--- config.mk ---
export PLATFORM = sky130hd
export DESIGN_NAME = avg_window_3x3
export DESIGN_NICKNAME = d
export VERILOG_FILES = /design/src/rtl/avg_window_3x3_pkg.sv /design/src/rtl/avg_window_3x3_sum9.sv /design/src/rtl/avg_window_3x3.sv
export SDC_FILE = /design/constraint.sdc
export NUM_CORES = 1
export LEC_CHECK = 0
export ABC_CLOCK_PERIOD_IN_PS = 6500
export CAP_MARGIN = 40
export CORE_ASPECT_RATIO = 0.8
export CORE_MARGIN = 10
export CORE_UTILIZATION = 35
export CTS_BUF_LIST = sky130_fd_sc_hd__clkbuf_4 sky130_fd_sc_hd__clkbuf_8
export DETAILED_ROUTE_END_ITERATION = 10
export SETUP_SLACK_MARGIN = 0.02
export SYNTH_ARGS = -nofsm -noshare
export SYNTH_HDL_FRONTEND = slang
export SYNTH_SLANG_ARGS = --single-unit
--- constraint.sdc ---
create_clock -name clk -period 6.5 [get_ports clk]
set_clock_uncertainty 0.2 [all_clocks]
set_input_delay 0.65 -clock clk [delete_from_list [all_inputs] [get_ports clk]]
set_output_delay 0.65 -clock clk [all_outputs]
set_load 0.1 [all_outputs]
--- src/rtl/avg_window_3x3_pkg.sv ---
// Shared constants and FSM encoding for the 3x3 average filter consumer.
// The optional AVG_ROUND_EN macro selects round-to-nearest in avg_sum9.
package avg_pkg;

  localparam int unsigned DIV9_MUL   = 7282;
  localparam int unsigned DIV9_SHIFT = 16;
  localparam int unsigned ROUND_BIAS = 4;

  typedef enum logic [1:0] {
    IDLE = 2'd0,
    RUN  = 2'd1,
    DONE = 2'd2
  } state_t;

endpackage

--- src/rtl/avg_window_3x3_sum9.sv ---
// Stages 2-4 of the 3x3 mean: row sums, total, multiply-shift divide by 9.
// Build option: define AVG_ROUND_EN to round to nearest instead of floor.
module avg_sum9
  import avg_pkg::*;
#(
  parameter int unsigned WIDTH = 8
) (
  input  logic                  clk,
  input  logic                  rst,
  input  logic                  i_clear,
  input  logic [8:0][WIDTH-1:0] i_win,
  input  logic                  i_valid,
  input  logic                  i_eof,
  output logic [WIDTH-1:0]      o_mean,
  output logic                  o_valid,
  output logic                  o_eof,
  output logic                  o_busy
);

  localparam int unsigned RW = WIDTH + 2;
  localparam int unsigned TW = WIDTH + 4;
  localparam int unsigned PW = WIDTH + 16;

  logic [RW-1:0]    r_row_sum [3];
  logic [TW-1:0]    r_total;
  logic [WIDTH-1:0] r_mean;
  logic             r_vld2, r_vld3, r_vld4;
  logic             r_eof2, r_eof3, r_eof4;
  logic [TW-1:0]    w_biased;
  logic [PW-1:0]    w_prod;

  always_comb begin
`ifdef AVG_ROUND_EN
    w_biased = r_total + TW'(ROUND_BIAS);
`else
    w_biased = r_total;
`endif
    w_prod = PW'(w_biased) * PW'(DIV9_MUL);
  end

  always_ff @(posedge clk) begin
    if (rst) begin
      for (int unsigned r = 0; r < 3; r++) r_row_sum[r] <= '0;
      r_total <= '0;
      r_mean  <= '0;
      r_vld2  <= 1'b0;
      r_vld3  <= 1'b0;
      r_vld4  <= 1'b0;
      r_eof2  <= 1'b0;
      r_eof3  <= 1'b0;
      r_eof4  <= 1'b0;
    end else begin
      for (int unsigned r = 0; r < 3; r++)
        r_row_sum[r] <= RW'(i_win[r*3]) + RW'(i_win[r*3+1]) + RW'(i_win[r*3+2]);
      r_total <= TW'(r_row_sum[0]) + TW'(r_row_sum[1]) + TW'(r_row_sum[2]);
      if (r_vld3) r_mean <= w_prod[DIV9_SHIFT +: WIDTH];
      // A restart drops every in-flight result so the aborted frame emits nothing more.
      r_vld2 <= i_valid & ~i_clear;
      r_eof2 <= i_valid & i_eof & ~i_clear;
      r_vld3 <= r_vld2 & ~i_clear;
      r_eof3 <= r_eof2 & ~i_clear;
      r_vld4 <= r_vld3 & ~i_clear;
      r_eof4 <= r_eof3 & ~i_clear;
    end
  end

  assign o_mean  = r_mean;
  assign o_valid = r_vld4;
  assign o_eof   = r_eof4;
  assign o_busy  = r_vld2 | r_vld3 | r_vld4;

endmodule

--- src/rtl/avg_window_3x3.sv ---
// 3x3 window builder and frame tracker feeding avg_sum9; emits interior-pixel means.
// Build option AVG_ROUND_EN (see avg_sum9) selects rounding; latency unchanged.
module avg_window_3x3
  import avg_pkg::*;
#(
  parameter int unsigned WIDTH      = 8,
  parameter int unsigned PIC_WIDTH  = 320,
  parameter int unsigned PIC_HEIGHT = 240
) (
  input  logic             clk,
  input  logic             rst,
  input  logic             valid_in,
  input  logic             sof,
  input  logic [WIDTH-1:0] tap_top,
  input  logic [WIDTH-1:0] tap_mid,
  input  logic [WIDTH-1:0] tap_bot,
  output logic [WIDTH-1:0] dout,
  output logic             valid_out,
  output logic             eof_out,
  output logic             busy
);

  localparam logic [8:0] LAST_COL = 9'(PIC_WIDTH - 1);
  localparam logic [8:0] LAST_ROW = 9'(PIC_HEIGHT - 1);

  state_t                r_state;
  logic [8:0]            r_col, r_row;
  logic [8:0][WIDTH-1:0] r_win;
  logic                  r_win_vld, r_win_eof;

  logic       w_start, w_accept, w_emit, w_last;
  logic [8:0] w_col, w_row;
  logic       w_sum_busy, w_pipe_busy;

  // r_col/r_row point at the next expected beat; a sof beat is always (0,0).
  always_comb begin
    w_start  = valid_in & sof;
    w_accept = valid_in & (sof | (r_state == RUN));
    w_col    = sof ? '0 : r_col;
    w_row    = sof ? '0 : r_row;
    w_emit   = w_accept & (w_row >= 9'd2) & (w_col >= 9'd2);
    w_last   = w_accept & (w_row == LAST_ROW) & (w_col == LAST_COL);
  end

  always_ff @(posedge clk) begin
    if (rst) begin
      r_state   <= IDLE;
      r_col     <= '0;
      r_row     <= '0;
      r_win     <= '0;
      r_win_vld <= 1'b0;
      r_win_eof <= 1'b0;
    end else begin
      r_win_vld <= w_emit;
      r_win_eof <= w_last;
      if (w_accept) begin
        for (int unsigned r = 0; r < 3; r++) begin
          r_win[r*3]   <= r_win[r*3+1];
          r_win[r*3+1] <= r_win[r*3+2];
        end
        r_win[2] <= tap_top;
        r_win[5] <= tap_mid;
        r_win[8] <= tap_bot;
        if (w_col == LAST_COL) begin
          r_col <= '0;
          r_row <= (w_row == LAST_ROW) ? '0 : w_row + 9'd1;
        end else begin
          r_col <= w_col + 9'd1;
          r_row <= w_row;
        end
      end
      if (w_start) begin
        r_state <= RUN;
      end else begin
        case (r_state)
          RUN:     if (w_last) r_state <= DONE;
          DONE:    if (!w_pipe_busy) r_state <= IDLE;
          default: r_state <= r_state;
        endcase
      end
    end
  end

  avg_sum9 #(.WIDTH(WIDTH)) u_sum9 (
    .clk     (clk),
    .rst     (rst),
    .i_clear (w_start),
    .i_win   (r_win),
    .i_valid (r_win_vld),
    .i_eof   (r_win_eof),
    .o_mean  (dout),
    .o_valid (valid_out),
    .o_eof   (eof_out),
    .o_busy  (w_sum_busy)
  );

  assign w_pipe_busy = r_win_vld | w_sum_busy;
  assign busy        = (r_state == RUN) | w_pipe_busy;

endmodule

After elaboration in Yosys (flattened, before gate mapping)
Memory sizes are Yosys's and may differ from the RTL's.
Index checks and enable logic that the tools add are counted.
{"block": "totals", "ff_bits": 120, "latchBits": 0, "mem_bits_rw": 30, "rom_bits": 0, "output_inout_bits": 11, "elab_cells": 87, "n_memories": 1}
{"block": "classes", "n_addsub": 10, "n_mul": 1, "div_mod_pow": 0, "n_lt_le_gt_ge": 2, "n_eq_ne": 8, "shifts": 0, "muxes": 15, "n_bitwise": 22, "reduce_logical": 5}
{"memory": "u_sum9.r_row_sum", "depth": 3, "width": 10, "rd": 3, "rd_clocked_by_memory_dff": 0, "write_ports": 3, "line_no": "avg_window_3x3_sum9.sv:24", "source": "logic [RW-1:0] r_row_sum [3];"}
{"op": "9-bit two-way mux", "count": 5}
{"op": "10-bit by 8-bit adder with 10-bit output", "count": 3}
{"op": "10-bit two-way mux", "count": 3}
{"op": "8-bit by 8-bit adder with 9-bit output", "count": 3}
{"op": "12-bit by 12-bit multiplier with 23-bit output (second input constant)", "count": 1}
{"op": "9-bit by 1-bit adder with 9-bit output (second input constant)", "count": 2}
{"op": "9-bit by 2-bit >= comparator with 1-bit output (second input constant)", "count": 2}
{"op": "1-bit AND", "count": 13}
{"op": "12-bit by 10-bit adder with 12-bit output", "count": 1}
{"op": "10-bit by 10-bit adder with 11-bit output", "count": 1}
{"op": "9-bit by 8-bit equality test with 1-bit output (second input constant)", "count": 1}
{"op": "9-bit equality test (second input constant)", "count": 1}
{"op": "1-bit OR", "count": 8}
{"op": "3-bit by 2-bit inequality test with 1-bit output (second input constant)", "count": 2}
{"op": "3-bit AND reduction", "count": 2}
{"op": "1-bit two-way mux", "count": 4}
{"op": "2-bit two-way mux", "count": 2}
{"op": "2-bit inequality test (second input constant)", "count": 2}
{"op": "2-bit case mux with 2 select lines", "count": 1}
{"op": "3-bit nonzero test", "count": 1}
{"op": "2-bit by 1-bit equality test with 1-bit output (second input constant)", "count": 1}
{"op": "2-bit equality test (second input constant)", "count": 1}
{"op": "2-bit nonzero test", "count": 1}
{"op": "2-bit OR reduction", "count": 1}
{"op": "1-bit inverter", "count": 1}

Longest topological paths before layout
Gate-level depths: netlist (run 1).
{"block": "depth", "depth_word": 8, "depth_mapped": 17}

Cells and area by module
A second synthesis (run 1) with hierarchy kept.
{"block": "hier_totals", "hier_cells": 1061, "hier_area_um2": 9342.7}
{"module": "avg_sum9", "instances": 1, "cells_each": 579, "area_per_inst_um2": 5605.4}
{"module": "avg_window_3x3", "instances": 1, "cells_each": 482, "area_per_inst_um2": 3737.3}

Worst setup path before layout (run 1)
No wires, ideal clock.
{"block": "synth_timing", "path_kind": "register to register", "startpoint": "register u_sum9.r_total[5]", "endpoint": "register u_sum9.r_mean[2] (netlist: u_sum9.o_mean[2])", "setup_time_ns": 0.119, "arrival_time_ns": 4.473, "path_slack_ns": 1.708, "path_stages_with_launch": 18, "path_buffers": 0, "period_less_slack_ns": 4.792, "cell_sequence": "dfxtp_1 -> inv_1 -> fa_1 -> inv_1 -> ha_1 -> ha_1 -> inv_1 -> fa_1 -> fa_1 -> inv_1 -> ha_1 -> a211oi_1 -> nand2_1 -> o21ai_1 -> a211oi_1 -> a311o_1 -> a211o_1 -> a32o_1"}
{"block": "synth_via", "elab_chain_cells": 1}
{"element": "start: declaration", "line_no": "avg_window_3x3_sum9.sv:25", "source": "logic [TW-1:0] r_total;"}
{"element": "start signal: assignment", "line_no": "avg_window_3x3_sum9.sv:55", "source": "r_total <= TW'(r_row_sum[0]) + TW'(r_row_sum[1]) + TW'(r_row_sum[2]);"}
{"element": "12-bit by 12-bit multiplier with 23-bit output", "line_no": "avg_window_3x3_sum9.sv:38", "source": "w_prod = PW'(w_biased) * PW'(DIV9_MUL);"}
{"element": "end signal: assignment", "line_no": "avg_window_3x3_sum9.sv:56", "source": "if (r_vld3) r_mean <= w_prod[DIV9_SHIFT +: WIDTH];"}
{"element": "end: declaration", "line_no": "avg_window_3x3_sum9.sv:26", "source": "logic [WIDTH-1:0] r_mean;"}
Every way passes these cells.
A chain may end at the register's enable or synchronous reset.

Worst setup path after layout (run 1)
Same ends and word-level chain as after synthesis.

==> results.toml, run 1 <==
[drt]
wl_um = 19000
vias_per_cell = 4.85
antenna_left = 0
first_pass_iters = 4
drcViolationCount = 0
drt_iter0_drc = 364
wl_per_cell_um = 12.5
routed-via-count = 7372

[layout]
area_growth_pct = 13.4
nets = 1350
fin_cells = 1520
diodes = 0
drive_gt1_frac = 0.0502
utilization = 0.400

[sta]
setup_viol = 0
setup_tns_ps = 0
final_hold_viol_count = 0
setup_slack_ps = 1410
fin_hold_ws_ps = 232
worstMarginPinSlew_ps = 764
rsz0062_at_grt = "false"
fin_crit_sh = 0.783
relSlewSlack = 0.491
fmax_mhz = 197
finalCriticalPeriod_ps = 5090
slew_viol_final = 0

[synth]
synth-xor-area-share = 0.0566
syn_area_um2 = 9590
synth_top_family_by_area = "adder cells"
synth.top_cell.area_share = 0.313
synth.largest_area_cell = "dfxtp_1"
yosysMostFrequentCell = "nand2_1"
avgSynthCellArea_um2 = 8.64
synth-compound-area-share = 0.164
synthTopCellsByCount = "184 x nand2_1, 150 x dfxtp_1, 145 x a21oi_1"
synthSimpleGateAreaFrac = 0.162
synth_edf_count = 0
synth_cells = 1110
synth_nets = 1315
netlist_top_cells_area = "dfxtp_1 31%, ha_1 18%, fa_1 7.7%"
yosys_warnings = 0
synth_ff_type = "dfxtp_1"
synthArstFlopShare = 0
synth_mux_area_frac = 0
seq_area_frac_synth = 0.313
ys_ff_latch = 150
synthDistinctLibCells = 58
yosys.area_share.adder = 0.260

[clock_tree]
cts.clk_slew.worst_paths_ps = 90
tritoncts = "built"
clockBufferDepth = 2
cts_hold_buf = 0
cts_sinks = 150
post_cts_buffers = 0
cts-resized-gates = 0
clk_latency_ps = 440
root_buffer = "clkbuf_8"
htreeDepth = 4
numCtsBuffers = 17

[floorplan]
rows = 54
die_y_um = 168
die-area_um2 = 34500
io_pins = 39
start_util = 0.353
core_area_um2 = 27200
die_x_um = 205

[worst_setup_path]
critPathLaunchType = "register"
crit_path_max_fanout = 6
cp.required_ps = 6650
cp.arrival_ps = 5240
critPathKind = "register to register"
critPathCaptureType = "register"

[power_and_ir_drop]
p_seq_frac = 0.489
powerDensity_nw_per_um2 = 182
p_int_mw = 1.38
p_switching_uw = 599
leakagePower_nw = 4.87
p_clk_frac = 0.325
switching_share = 0.303
p_comb_frac = 0.185
irDropWorstVdd_mv = 0.0968

[placed_design]
placedCellCount = 1490
gp_congestion = 0.827
place_ws_ps = 1460
port_buffers = 38
dp_hpwl_um = 14400

[global_route]
grt_usage = 0.113
antenna_found_initial = 0
grt_max_degree = 88
grt_pass1_wl_um = 32900
grt_pass1_vias = 7032
gr-total-overflow = 0

[run]
drv_cap = 0

[status]
status = "finished, final reports clean"

[min_path]
hp-class = "register to register"
power by group through the flow:
stage / clock, mW / combinational [mW] / sequential [mW]
2_1_floorplan: 0 / 0.273 / 0.981
3_5_place_dp: 0 / 0.367 / 0.989
6_report: 0.642 / 0.366 / 0.966
5_1_grt: 0.698 / 0.426 / 0.971
4_1_cts: 0.664 / 0.372 / 0.967
3_3_place_gp: 0 / 0.359 / 0.988
cells by family after synthesis:
family / after synthesis
AND/OR/NAND/NOR: 342
XOR/XNOR: 62
buffers and inverters: 111
AO/OA/AOI/OAI: 268
adder cells (fa/ha/maj): 177
flip-flops: 150
per-stage QoR:
step,instance area [µm²],power (mW)
global placement,10300,1.35
detailed placement,10500,1.36
CTS,10900,2.00
floorplan,9590,1.25
finish,10900,1.97
global route,10900,2.10
critical path: stages, from the launching register on:
cell and delay, ps:
dfxtp_1 390, inv_1 100, fa_1 540, inv_1 40, ha_1 330, ha_1 310, inv_1 50, fa_1 510
fa_1 550, inv_1 40, ha_1 300, a211oi_1 270, nand2_1 90, o21ai_1 140, a211oi_1 110, a311o_1 470
a211o_1 320, a32o_1 250
final timing paths:
kind	from	end	slack (ps)	cells past startpoint
worst min-delay path	u_sum9.r_eof2$_SDFF_PP0_	u_sum9.r_eof3$_SDFF_PP0_	230	1
worst max-delay path	u_sum9.r_total[5]$_SDFF_PP0_	u_sum9.o_mean[2]$_SDFFE_PP0P_	1410	17
worst min register to register	u_sum9.r_eof2$_SDFF_PP0_	u_sum9.r_eof3$_SDFF_PP0_	230	1
worst max register to register	u_sum9.r_total[5]$_SDFF_PP0_	u_sum9.o_mean[2]$_SDFFE_PP0P_	1410	17
flip-flops by register name, indices dropped and copies added, names as in the netlist, 2 cells and up:
signal / count
u_sum9.r_total: 12
r_state: 2
u_sum9.o_mean: 8
r_row: 9
u_sum9.r_row_sum: 30
r_col: 9
r_win: 72
placed cells by master (no fill, tap or decap), types with 15 or more instances in the layout:
cell type	count
nor2_1	55
xor2_1	20
nor2b_1	15
a21oi_1	145
dfxtp_1	150
a21o_1	17
xnor2_1	42
nand2_1	184
o21bai_1	16
inv_1	73
clkdlybuf4s50_1	37
ha_1	140
fa_1	37
nor3_1	16
clkbuf_8	18
o21ai_0	32
cell type report:
class                   count  area (µm²)
multi-input cells         849        6170
repair buffers             54         626
inverters                  73         274
clock buffers              20         263
fillers                  2778       16300
clock inverters            10        76.3
flip-flops and latches    150        3000
well taps                 364         455
routing by layer:
layer  track usage  vias to the layer above  share of wire
met4        0.0303                        0         0.0097
li1              -                     3883              -
met5             0                        -              0
met1         0.156                     3401           0.51
met3        0.0236                       13          0.026
met2         0.177                       75           0.45
No activity file was read; power rests on OpenSTA's default activity.
==> run 2: changes to the inputs <==
ABC_CLOCK_PERIOD_IN_PS = 4900   (was 6500)
clock period = 4.9 ns   (was 6.5 ns; I/O delays follow)
==> run 2 against run 1 <==
Critical path depth unchanged; non-clock buffer count up 10; register-to-register slack worse by 1300 ps; combinational power up 40%; core utilization up 0.81 points; global-route usage down 0.072 points; maximum frequency up 6.8%; largest power group unchanged; routed wire length down 0.90%.
==> results.toml, run 2 (synthesis gave the netlist of run 1 again) <==
[layout]
num-fill-cells = 2726
layout_commonest_cell = "nand2_1"
drive_gt1_frac = 0.0719
diodes = 0
area_growth_pct = 15.7
top_regs = "r_win: 72 flops, u_sum9.r_row_sum: 30 flops, u_sum9.r_total: 12 flops"
nets = 1360
layout_common_cells = "184 x nand2_1, 145 x a21oi_1, 144 x dfxtp_1"
largest_register_ffs = 72
top_register = "r_win"
utilization = 0.408

[floorplan]
core_area_um2 = 27200
start_util = 0.353
die_y_um = 168
rows = 54
die_x_um = 205
io_pins = 39
die-area_um2 = 34500

[drt]
antenna_left = 0
drt_iter0_drc = 338
vias_per_cell = 4.84
wl_per_cell_um = 12.3
drcViolationCount = 0
routed-via-count = 7409
wl_um = 18900
first_pass_iters = 5

[sta]
fin_crit_sh = 0.972
relSlewSlack = 0.483
setup_slack_ps = 138
final_hold_viol_count = 0
fmax_mhz = 210
slew_viol_final = 0
finalCriticalPeriod_ps = 4760
rsz0062_at_grt = "false"
worstMarginPinSlew_ps = 773
setup_viol = 0

[min_path]
hp-class = "register to register"

[clock_tree]
cts_sinks = 150
clockBufferDepth = 2
tritoncts = "built"
htreeDepth = 4
numCtsBuffers = 17
cts_hold_buf = 0
root_buffer = "clkbuf_8"
cts.clk_slew.worst_paths_ps = 90
clk_latency_ps = 460

[worst_setup_path]
crit_path_max_fanout = 6
critPathCaptureType = "register"
critPathKind = "register to register"
cp.arrival_ps = 4910
cp.required_ps = 5050
critPathLaunchType = "register"

[global_route]
gr-total-overflow = 0
grt_max_degree = 86
grt_pass1_vias = 6967
antenna_found_initial = 0
grt_pass1_wl_um = 32800
grt_usage = 0.113

[power_and_ir_drop]
switching_share = 0.302
p_comb_frac = 0.189
leakagePower_nw = 4.97
powerDensity_nw_per_um2 = 244
p_switching_uw = 817
p_seq_frac = 0.473
p_clk_frac = 0.338
irDropWorstVdd_mv = 0.149
p_int_mw = 1.89

[status]
status = "finished, final reports clean"

[placed_design]
dp_hpwl_um = 14200
gp_congestion = 0.853
place_ws_ps = -7.72
port_buffers = 38

[run]
drv_cap = 0
-- run 2: path summary, 6_finish.rpt --
path	startpoint	end	slack (ps)	depth (start not counted)
worst max-delay path	u_sum9.r_total[8]$_SDFF_PP0_	u_sum9.o_mean[2]$_SDFFE_PP0P_	140	17
worst min-delay path	u_sum9.r_eof3$_SDFF_PP0_	u_sum9.o_eof$_SDFF_PP0_	240	1
worst max register to register	u_sum9.r_total[8]$_SDFF_PP0_	u_sum9.o_mean[2]$_SDFFE_PP0P_	140	17
worst min register to register	u_sum9.r_eof3$_SDFF_PP0_	u_sum9.o_eof$_SDFF_PP0_	240	1
-- run 2: worst max-delay path, cell delays in order (launching register included) --
cell	delay (ps)
dfxtp_4	360
fa_1	520
ha_4	300
inv_1	50
fa_1	530
inv_1	60
fa_1	490
inv_1	50
fa_1	520
inv_1	40
ha_2	190
nor2_4	110
nand2_1	70
o21ai_2	130
a211oi_2	60
a311o_1	430
a211o_1	280
a32o_1	250
-- run 2: layout make-up --
type,instances,area [µm²],area share
clock buffers,19,249,0.0224
clock inverters,13,126,0.0114
inverters,73,274,0.0247
multi-input cells,849,6240,0.562
flip-flops and latches,150,3010,0.272
well taps,364,455,0.0411
repair buffers,64,738,0.0666
-- run 2: what timing repair did --
action | 4_1_cts | 5_1_grt
resized for setup | 1 | 15
setup endpoints to repair | 1 | 5
pin swaps | 1 | 9
setup buffers | 0 | 2
-- run 2: stage by stage --
step | setup TNS, ps | cell area [µm²] | instances | total power [mW] | hold WS (ps)
floorplan | 0 | 9590 | 1110 | 1.66 | 206
global placement | 0 | 10400 | 1486 | 1.80 | 211
detailed placement | -7.72 | 10600 | 1498 | 1.81 | 213
CTS | 0 | 11000 | 1530 | 2.74 | 242
global route | 0 | 11100 | 1532 | 2.88 | 272
finish | 0 | 11100 | 1532 | 2.71 | 240
-- run 2: layer usage --
layer / up-vias / routed length (µm) / global-route usage
met1: 3412 / 9850 / 0.158
met2: 90 / 8280 / 0.171
met4: 0 / 212 / 0.0325
met5: - / 0 / 0
li1: 3895 / - / -
met3: 12 / 522 / 0.0234
-- run 2: power groups by stage --
stage / Sequential (mW) / Combinational (mW) / Clock (mW)
3_5_place_dp: 1.31 / 0.502 / 0
5_1_grt: 1.29 / 0.594 / 0.999
4_1_cts: 1.28 / 0.506 / 0.954
3_3_place_gp: 1.31 / 0.494 / 0
6_report: 1.28 / 0.512 / 0.915
2_1_floorplan: 1.30 / 0.363 / 0
==> RTL edit 1, RTL diff (flow settings as in run 2) <==
Add a define of `AVG_ROUND_EN`.
--- a/src/rtl/avg_window_3x3_sum9.sv
+++ b/src/rtl/avg_window_3x3_sum9.sv
@@ -1,5 +1,7 @@
 // Stages 2-4 of the 3x3 mean: row sums, total, multiply-shift divide by 9.
 // Build option: define AVG_ROUND_EN to round to nearest instead of floor.
+`define AVG_ROUND_EN
+
 module avg_sum9
   import avg_pkg::*;
 #(
Behaviour: no difference found for any inputs over 10 cycles, from zero or initial values and one cycle with rst high; that may be too few to reach the edited logic, so the function may still have changed.
==> RTL edit 1 against run 2 <==
- wire length up 10%
- design area up 7.5%
- sequential cell count unchanged
- synthesized area up 3.7%
- die area up 3.3%
- worst setup slack worse by 53 ps
- total power up 11%
- largest power group unchanged
==> RTL edit 1: results (changes against run 2) <==
status=finished, final reports clean (unchanged); nonclk inv count=74 (was 73); final core occ=0.424 (was 0.408); cells on worst reg2reg path=21 (was 17); met2 WL=9380 µm (was 8280 µm); Commonest cells post-synth=nand2_1 (183), dfxtp_1 (150), ha_1 (143), a21oi_1 (123) (was nand2_1 (184), dfxtp_1 (150), a21oi_1 (145), ha_1 (140), inv_1 (73)); vias in the first global route=7534 (was 6967); ClkCell Share=0.0306 (was 0.0338); Worst IR Drop VDD=0.000139 V (was 0.000149 V); pin count of the biggest net entering global routing=70 (was 86); FILL cells=2736 (was 2726); CP Data Arrival Time=4940 ps (was 4910 ps); reg2reg end=u_sum9.o_mean[5]$_SDFFE_PP0P_ (was u_sum9.o_mean[2]$_SDFFE_PP0P_); Slew HR=0.492 (was 0.483); worst setup path start=u_sum9.r_total[3]$_SDFF_PP0_ (was u_sum9.r_total[8]$_SDFF_PP0_); period utilization=0.983 (was 0.972); met3 wire length=502 µm (was 522 µm); share of cells above drive strength 1=0.127 (was 0.0719); NonClk Buf Share=0.0799 (was 0.0666); Placed Area=11300 µm² (was 10600 µm²); setup bufs post-CTS=4 (was 0); GR Util All Layers=0.117 (was 0.113); LEAKAGE=5.27 nW (was 4.97 nW); DPL Wire Length=15500 µm (was 14200 µm); first-pass GRT wire length=35700 µm (was 32800 µm); DRT iter0 DRCs=387 (was 338); R2R setup slack=80 ps (was 140 ps); met1 Usage GRT=0.159 (was 0.158); crit-path max FO=7 (was 6); Synth Instances=1170 (was 1110); Worst Hold Path EP=u_sum9.r_eof3$_SDFF_PP0_ (was u_sum9.o_eof$_SDFF_PP0_); non-filler cells in the finished layout=1622 (was 1532); max incr delay on CP=510 ps (was 530 ps); DP Worst Slack=-127 ps (was -7.72 ps); PostCTS Resize Cnt=12 (was 1); multi-input combinational area share=0.574 (was 0.562); cell area after layout=11900 µm² (was 11100 µm²); RD Place Congestion=0.844 (was 0.853); multi-input gates=901 (was 849); final hold slack=237 ps (was 240 ps); GR Util met2=0.188 (was 0.171); Buffers, non-clock=95 (was 64); vias per cell=4.86 (was 4.84)
## RTL edit 1: cell types whose count changed after synthesis, moves of 6 or more
| cell | run 2 | this run |
|---|---|---|
| a21oi_1 | 145 | 123 |
| clkbuf_1 | 30 | 38 |
| fa_1 | 37 | 28 |
| nand2b_1 | 11 | 5 |
| nor2_1 | 55 | 73 |
| nor3_1 | 16 | 25 |
| nor3b_1 | 1 | 7 |
| o21ai_0 | 32 | 40 |
| o21ai_1 | 8 | 0 |
| xnor2_1 | 42 | 51 |
## RTL edit 1: power breakdown
| part | leakage, nW | switching [mW] | internal, mW |
|---|---|---|---|
| Sequential | 1.22 | 0.0290 | 1.25 |
| Clock | 0.186 | 0.518 | 0.385 |
| Combinational | 3.87 | 0.446 | 0.379 |
## RTL edit 1: cell families (layout without fill, tap and decap cells)
family	Yosys count	count (layout)	share of synthesized area
mux	7	7	0.00755
compound gates	269	269	0.166
buf+inv	119	201	0.0457
xor+xnor	72	72	0.0634
fa+ha+maj	173	173	0.238
simple gates	380	380	0.177
flops	150	150	0.302
==> RTL edit 2, RTL diff (flow settings as in run 2) <==
Made on the original files. Re-encode `state_t` (3 states) as one-hot, 3 bits wide.
--- a/src/rtl/avg_window_3x3_pkg.sv
+++ b/src/rtl/avg_window_3x3_pkg.sv
@@ -6,10 +6,10 @@
   localparam int unsigned DIV9_SHIFT = 16;
   localparam int unsigned ROUND_BIAS = 4;
 
-  typedef enum logic [1:0] {
-    IDLE = 2'd0,
-    RUN  = 2'd1,
-    DONE = 2'd2
+  typedef enum logic [2:0] {
+    IDLE = 3'b001,
+    RUN  = 3'b010,
+    DONE = 3'b100
   } state_t;
 
 endpackage
Behaviour: same outputs for any inputs over 10 cycles, from zero or initial values and one cycle with rst high; not proved beyond that.
==> RTL edit 2 against run 2 <==
- sequential cell count up 1
- wire length up 5.6%
- maximum frequency up 2.1%
- design area up 0.18%
- worst setup slack better by 99 ps
- total power up 0.37%
- synthesized area up 0.76%
- via count up 0.31%
- count of clock-buffer cells in the layout up 1
- highest routed layer unchanged
==> RTL edit 2: results (changes against run 2) <==
status=finished, final reports clean (unchanged); Synth cell types=56 (was 58); R2R setup slack=240 ps (was 140 ps); pin count of the biggest net entering global routing=80 (was 86); reg2reg start=u_sum9.r_total[9]$_SDFF_PP0_ (was u_sum9.r_total[8]$_SDFF_PP0_); crit-path max FO=4 (was 6); PostCTS Resize Cnt=0 (was 1); sequential portion of the cell area=0.272 (about the same); PD cells=245 nW/µm² (was 244 nW/µm²); NonClk Buf Share=0.0640 (was 0.0666); nonclk inv count=66 (was 73); multi-input gates=855 (was 849); clock buf count=20 (was 19); CP Data Arrival Time=4810 ps (was 4910 ps); Nets=1351 (was 1360); first-pass GRT wire length=34300 µm (was 32800 µm); vias in the first global route=7189 (was 6967); non-filler cells in the finished layout=1525 (was 1532); DPL Wire Length=15100 µm (was 14200 µm); ClkCell Share=0.0372 (was 0.0338); Sw Share=0.288 (was 0.302); Commonest cells post-synth=nand2_1 (170), dfxtp_1 (151), a21oi_1 (142), ha_1 (138), nor2_1 (72) (was nand2_1 (184), dfxtp_1 (150), a21oi_1 (145), ha_1 (140), inv_1 (73)); worst min path class=input pin to flip-flop (was flip-flop to flip-flop); met2 WL=8640 µm (was 8280 µm); Setup crit end=u_sum9.o_mean[3]$_SDFFE_PP0P_ (was u_sum9.o_mean[2]$_SDFFE_PP0P_); logic gate share of total power=0.160 (was 0.189); met1 Usage GRT=0.170 (was 0.158)
==> RTL edit 2: cell types whose count changed in the layout (fill, tap and decap cells not counted), moves of 5 or more <==
| cell | change |
|---|---|
| o21ai_0 | +5 |
| nand2_1 | -15 |
| nor2_1 | +18 |
| xnor2_1 | -8 |
| nor2b_1 | +7 |
| buf_4 | -8 |
| a21o_1 | +5 |
| o21ai_1 | -6 |
| inv_1 | -7 |
| xor2_1 | +11 |
| or3_1 | +7 |
==> RTL edit 2: worst min-delay path by stage <==
stage | slack [ps] | to | startpoint | depth (start not counted)
after global routing | 160 | r_col[2]$_SDFFE_PP0P_ | rst | 2
after floorplan | 210 | u_sum9.o_eof$_SDFF_PP0_ | u_sum9.r_eof3$_SDFF_PP0_ | 1
after CTS | 140 | u_sum9.o_mean[1]$_SDFFE_PP0P_ | rst | 2
after global placement | 210 | u_sum9.r_eof3$_SDFF_PP0_ | u_sum9.r_eof2$_SDFF_PP0_ | 1
final | 170 | u_sum9.o_mean[1]$_SDFFE_PP0P_ | rst | 2
after detailed placement | 220 | u_sum9.r_eof3$_SDFF_PP0_ | u_sum9.r_eof2$_SDFF_PP0_ | 1
==> RTL edit 2: through the flow <==
step / instance area, µm² / utilization / setup WS (ps)
after floorplan: 9660 / - / 475
after global placement: 10400 / 0.383 / 278
after detailed placement: 10700 / 0.392 / 215
after CTS: 11100 / 0.407 / 176
after global routing: 11100 / 0.408 / 28.4
final: 11100 / 0.408 / 237
==> RTL edit 2: kinds of logic (layout without fill, tap and decap cells) <==
kind of cell,count (synthesis),after routing,synth area share
compound gates,261,261,0.160
xor+xnor,65,65,0.0589
buf+inv,108,155,0.0425
flops,151,151,0.313
fa+ha+maj,175,175,0.255
simple gates,353,353,0.169
mux,1,1,0.00104
